[src/rtl/seg_p2s_pkg.sv]
// Shared types and defaults for the parallel-to-serial segment driver.
package seg_p2s_pkg;

    typedef enum logic [1:0] {
        StIdle,
        StShift,
        StLatch,
        StDone
    } state_e;

    localparam int unsigned DefaultWidth = 64;
    localparam int unsigned DefaultDiv   = 2;

    // A counter for n states needs at least one bit even when n is 1.
    function automatic int unsigned cnt_bits(input int unsigned n);
        return (n <= 1) ? 1 : $clog2(n);
    endfunction

endpackage

[src/rtl/seg_p2s_tick.sv]
// Serial-clock divider: produces the s_clk phase plus half-period and
// end-of-bit-period pulses while enabled; idles at phase 0 otherwise.
module seg_p2s_tick
    import seg_p2s_pkg::*;
#(
    parameter int unsigned DIV = DefaultDiv
) (
    input  logic clk,
    input  logic rst,
    input  logic en_i,
    input  logic toggle_i,
    output logic phase_o,
    output logic half_end_o,
    output logic period_end_o
);

    localparam int unsigned CntW = cnt_bits(DIV);
    localparam logic [CntW-1:0] DivLast = CntW'(DIV - 1);

    logic [CntW-1:0] cnt_q, cnt_d;
    logic            phase_q, phase_d;

    always_comb begin
        cnt_d        = cnt_q;
        phase_d      = phase_q;
        half_end_o   = en_i && (cnt_q == DivLast);
        period_end_o = half_end_o && phase_q && toggle_i;
        if (!en_i) begin
            cnt_d   = '0;
            phase_d = 1'b0;
        end else if (half_end_o) begin
            cnt_d = '0;
            // With toggle_i low the divider still counts but s_clk stays low.
            if (toggle_i) begin
                phase_d = ~phase_q;
            end
        end else begin
            cnt_d = cnt_q + CntW'(1);
        end
    end

    always_ff @(posedge clk or posedge rst) begin
        if (rst) begin
            cnt_q   <= '0;
            phase_q <= 1'b0;
        end else begin
            cnt_q   <= cnt_d;
            phase_q <= phase_d;
        end
    end

    assign phase_o = phase_q;

endmodule

[src/rtl/seg_p2s.sv]
// Shifts a WIDTH-bit frame out MSB first on s_clk/s_data, then strobes
// s_latch for DIV cycles and pulses done.
module seg_p2s
    import seg_p2s_pkg::*;
#(
    parameter int unsigned WIDTH = DefaultWidth,
    parameter int unsigned DIV   = DefaultDiv
) (
    input  logic             clk,
    input  logic             rst,
    input  logic             start,
    input  logic [WIDTH-1:0] par_in,
    output logic             s_clk,
    output logic             s_data,
    output logic             s_latch,
    output logic             busy,
    output logic             done
);

    localparam int unsigned BitW = $clog2(WIDTH + 1);
    localparam logic [BitW-1:0] LastBit = BitW'(WIDTH - 1);

    state_e           state_q, state_d;
    logic [WIDTH-1:0] shift_q, shift_d;
    logic [BitW-1:0]  bit_q, bit_d;
    logic             latch_q, latch_d;
    logic             busy_q, busy_d;
    logic             done_q, done_d;

    logic tick_en, tick_toggle, half_end, period_end, phase;

    assign tick_en     = (state_q == StShift) || (state_q == StLatch);
    assign tick_toggle = (state_q == StShift);

    seg_p2s_tick #(
        .DIV (DIV)
    ) u_tick (
        .clk          (clk),
        .rst          (rst),
        .en_i         (tick_en),
        .toggle_i     (tick_toggle),
        .phase_o      (phase),
        .half_end_o   (half_end),
        .period_end_o (period_end)
    );

    always_comb begin
        state_d = state_q;
        shift_d = shift_q;
        bit_d   = bit_q;
        unique case (state_q)
            StIdle: begin
                if (start) begin
                    shift_d = par_in;
                    bit_d   = '0;
                    state_d = StShift;
                end
            end
            StShift: begin
                if (period_end) begin
                    shift_d = {shift_q[WIDTH-2:0], 1'b0};
                    bit_d   = bit_q + BitW'(1);
                    if (bit_q == LastBit) begin
                        state_d = StLatch;
                    end
                end
            end
            StLatch: begin
                if (half_end) begin
                    state_d = StDone;
                end
            end
            StDone: begin
                state_d = StIdle;
            end
            default: begin
                state_d = StIdle;
            end
        endcase
        // Status outputs are registered copies of the next state.
        latch_d = (state_d == StLatch);
        busy_d  = (state_d == StShift) || (state_d == StLatch);
        done_d  = (state_d == StDone);
    end

    always_ff @(posedge clk or posedge rst) begin
        if (rst) begin
            state_q <= StIdle;
            shift_q <= '0;
            bit_q   <= '0;
            latch_q <= 1'b0;
            busy_q  <= 1'b0;
            done_q  <= 1'b0;
        end else begin
            state_q <= state_d;
            shift_q <= shift_d;
            bit_q   <= bit_d;
            latch_q <= latch_d;
            busy_q  <= busy_d;
            done_q  <= done_d;
        end
    end

    assign s_clk   = phase;
    assign s_data  = shift_q[WIDTH-1];
    assign s_latch = latch_q;
    assign busy    = busy_q;
    assign done    = done_q;

endmodule

[config.mk]
export PLATFORM = sky130hd
export DESIGN_NAME = seg_p2s
export DESIGN_NICKNAME = d
export VERILOG_FILES = /design/src/rtl/seg_p2s_pkg.sv /design/src/rtl/seg_p2s_tick.sv /design/src/rtl/seg_p2s.sv
export SDC_FILE = /design/constraint.sdc
export NUM_CORES = 1
export LEC_CHECK = 0
export BUFFER_PORTS_ARGS = -buffer_cell sky130_fd_sc_hd__buf_2
export CORE_MARGIN = 8
export CORE_UTILIZATION = 55
export DETAILED_ROUTE_END_ITERATION = 10
export GPL_ROUTABILITY_DRIVEN = 0
export PLACE_DENSITY = 0.8
export SETUP_SLACK_MARGIN = 0.3
export SLEW_MARGIN = 30
export SYNTH_ARGS = -nofsm -noshare
export SYNTH_HDL_FRONTEND = slang
export SYNTH_SLANG_ARGS = --single-unit
[constraint.sdc]
create_clock -name clk -period 2.6 [get_ports clk]
set_clock_uncertainty 0.2 [all_clocks]
set_input_delay 0 -clock clk [delete_from_list [all_inputs] [get_ports clk]]
set_output_delay 0 -clock clk [all_outputs]
set_load 0.01 [all_outputs]
==> results.json <==
{
  "route.vias.total": 3135,
  "ir_drop_v": 0.000425,
  "numPortBuffers": 71,
  "critPathRequiredTime_ps": 2690,
  "yosysTopAreaCellShare_pct": 52.8,
  "endpoint_kind": "flop",
  "wl_per_cell_um": 15.8,
  "synth_commonest_cells": "78 x dfrtp_1, 68 x nor2_1, 67 x a21oi_1",
  "drc": 0,
  "root_buffer": "clkbuf_8",
  "regToRegStartpoint": "state_q[1]",
  "relSlewSlack_pct": 62.5,
  "start_util_pct": 55.7,
  "hold_slack_ps": 22.2,
  "grt_use_total_pct": 19.8,
  "synth_seq_cells": 78,
  "ys_top_cells_by_area": "dfrtp_1 53%, mux2i_1 17%, a21oi_1 9.1%",
  "cts_buffers": 9,
  "yosysMostFrequentCell": "dfrtp_1",
  "grt_max_degree": 75,
  "crit_start": "state_q[1]",
  "ys.flop_type": "dfrtp_1",
  "clk_pin_slew_ps": 80,
  "synthArstFlopShare_pct": 100,
  "tns_ps": 0,
  "core_area_um2": 6640,
  "yosysSeqAreaShare_pct": 52.8,
  "synth_edf_count": 0,
  "startpoint_type": "flop",
  "ant_nets": 0,
  "cts_buffer_depth": 2,
  "p_leak_nw": 2.84,
  "yosys_warnings": 0,
  "synth_area_per_cell_um2": 10.4,
  "antenna_found_initial": 1,
  "final_cells": 581,
  "dp_slack_ps": 159,
  "tightestPinTransition_ps": 562,
  "grt_pass1_vias": 3282,
  "area_growth_pct": 38.3,
  "worstPathArrival_ps": 2300,
  "finalCritPeriodShare_pct": 84.9,
  "grt_pass1_wl_mm": 15.2,
  "cts_tree": "yes",
  "drv_slew": 0,
  "wl_mm": 9.18,
  "cap_violations": 0,
  "grt_overflow": 0,
  "placed_cells": 493,
  "rsz0062_at_grt": "no",
  "syn_nets": 431,
  "status": "finished, final reports clean",
  "vias_per_cell": 5.40,
  "htreeDepth": 3,
  "dieArea_um2": 9610,
  "dp_hpwl_mm": 5.33,
  "seqCellArea_um2": 1950,
  "timing.critical_path.fanout_max": 5,
  "clock-sinks": 78,
  "synth_area_um2": 3700,
  "fin_crit_ps": 2210,
  "layout.nets": 569,
  "rows": 30,
  "fillers": 413,
  "synthCells": 357,
  "io_pins": 72,
  "die_width_um": 98.0,
  "dieHeight_um": 98.0,
  "dr.first_iter.drc_count": 131,
  "first_pass_iters": 7,
  "hold_violations": 0,
  "fmax_ghz": 0.453,
  "multi_input_area_um2": 1650,
  "path_class": "reg -> reg",
  "synth_top_cell_by_area": "dfrtp_1",
  "layout-drive-gt1-share_pct": 22.6,
  "fin_total_pwr_mw": 2.50,
  "synth_cell_types": 31,
  "setup_slack_ps": 392,
  "setup_viol": 0,
  "power_density_nw_per_um2": 489,
  "clkLatencyLatePin_ps": 350,
  "hold_class": "in -> async"
}
==> what timing repair did <==
item                                    in CTS  in global routing
hold buffers                                66                  0
setup buffers                                2                  3
endpoints found under the hold margin      144                  0
endpoints found under the setup margin      41                 55
pin swaps                                    0                  3
gates resized for setup                      2                  4
==> flip-flops by register name, summed over array words and instances, names as in the netlist <==
register / cells
shift_q: 64
bit_q: 7
state_q: 2
busy: 1
done: 1
s_latch: 1
u_tick.cnt_q: 1
u_tick.phase_o: 1
==> worst max-delay path: stages (launching register included) <==
cell and delay (ps):
dfrtp_1 390, inv_2 80, ha_4 300, nand4_2 150, or3_4 380, nor2_4 120
o311a_1 240, ha_1 240, inv_1 50
==> per-stage QoR <==
stage          util [%]  instance area [µm²]
5_1_grt            77.0                 5120
3_3_place_gp       62.2                 4130
6_report           77.0                 5120
2_1_floorplan         -                 3700
4_1_cts            76.5                 5080
3_5_place_dp       62.2                 4130
==> area by class of cell <==
class | instances | share of cell area (%)
multi-input combinational | 251 | 32.3
tap | 80 | 1.96
sequential | 78 | 38.1
clock buffer | 10 | 2.69
timing repair buffer | 149 | 22.1
clock inverter | 6 | 2.30
antenna | 1 | 0.0489
inverter | 6 | 0.465
==> layer usage <==
layer	vias up	part of all wire (%)	track usage (%)
met5	-	0	0
met4	0	3.6	12.2
met3	24	3.4	3.98
met2	77	54	34.6
met1	1514	39	21.7
li1	1520	-	-
==> final timing paths <==
check | depth (start not counted) | slack (ps) | endpoint
max in group asynchronous | 4 | 1470 | shift_q[45]
max reg2reg | 8 | 390 | busy
min | 3 | 20 | shift_q[16]
min reg2reg | 2 | 330 | shift_q[63]
max | 8 | 390 | busy
min in group clk | 3 | 270 | shift_q[0]
==> cell families (layout without fill, tap and decap cells) <==
group                      count (synthesis)  after routing  synth area share, %
other                                      0              1                    0
DFF                                       78             78                 52.8
buffers and inverters                     28            171                 3.86
AOI/OAI and AO/OA                         84             84                 12.3
adders and majority gates                  7              7                 2.37
muxes                                     64             64                 17.4
and+or+nand+nor                           96             96                 11.3
==> layout by cell type, fill, tap and decap left out, types with 2 or more instances in the layout <==
master / n
nor3_1: 2
clkbuf_8: 10
o21ai_0: 6
buf_4: 10
a21oi_1: 67
bufinv_16: 3
dlygate4sd3_1: 66
nor2_1: 67
ha_1: 5
inv_1: 4
ha_4: 2
mux2i_1: 63
buf_12: 2
nand3_1: 5
a22o_1: 3
nand2_1: 9
or4_1: 3
buf_2: 71
dfrtp_1: 78
==> report_power, final <==
part	total (mW)	leakage [nW]	switching [mW]	internal, mW
logic	0.161	1.66	0.0568	0.104
clock network	1.13	0.125	0.457	0.672
registers	1.21	1.05	0	1.21
total	2.50	2.84	0.514	1.99
Power figures use the tool's default switching activity.
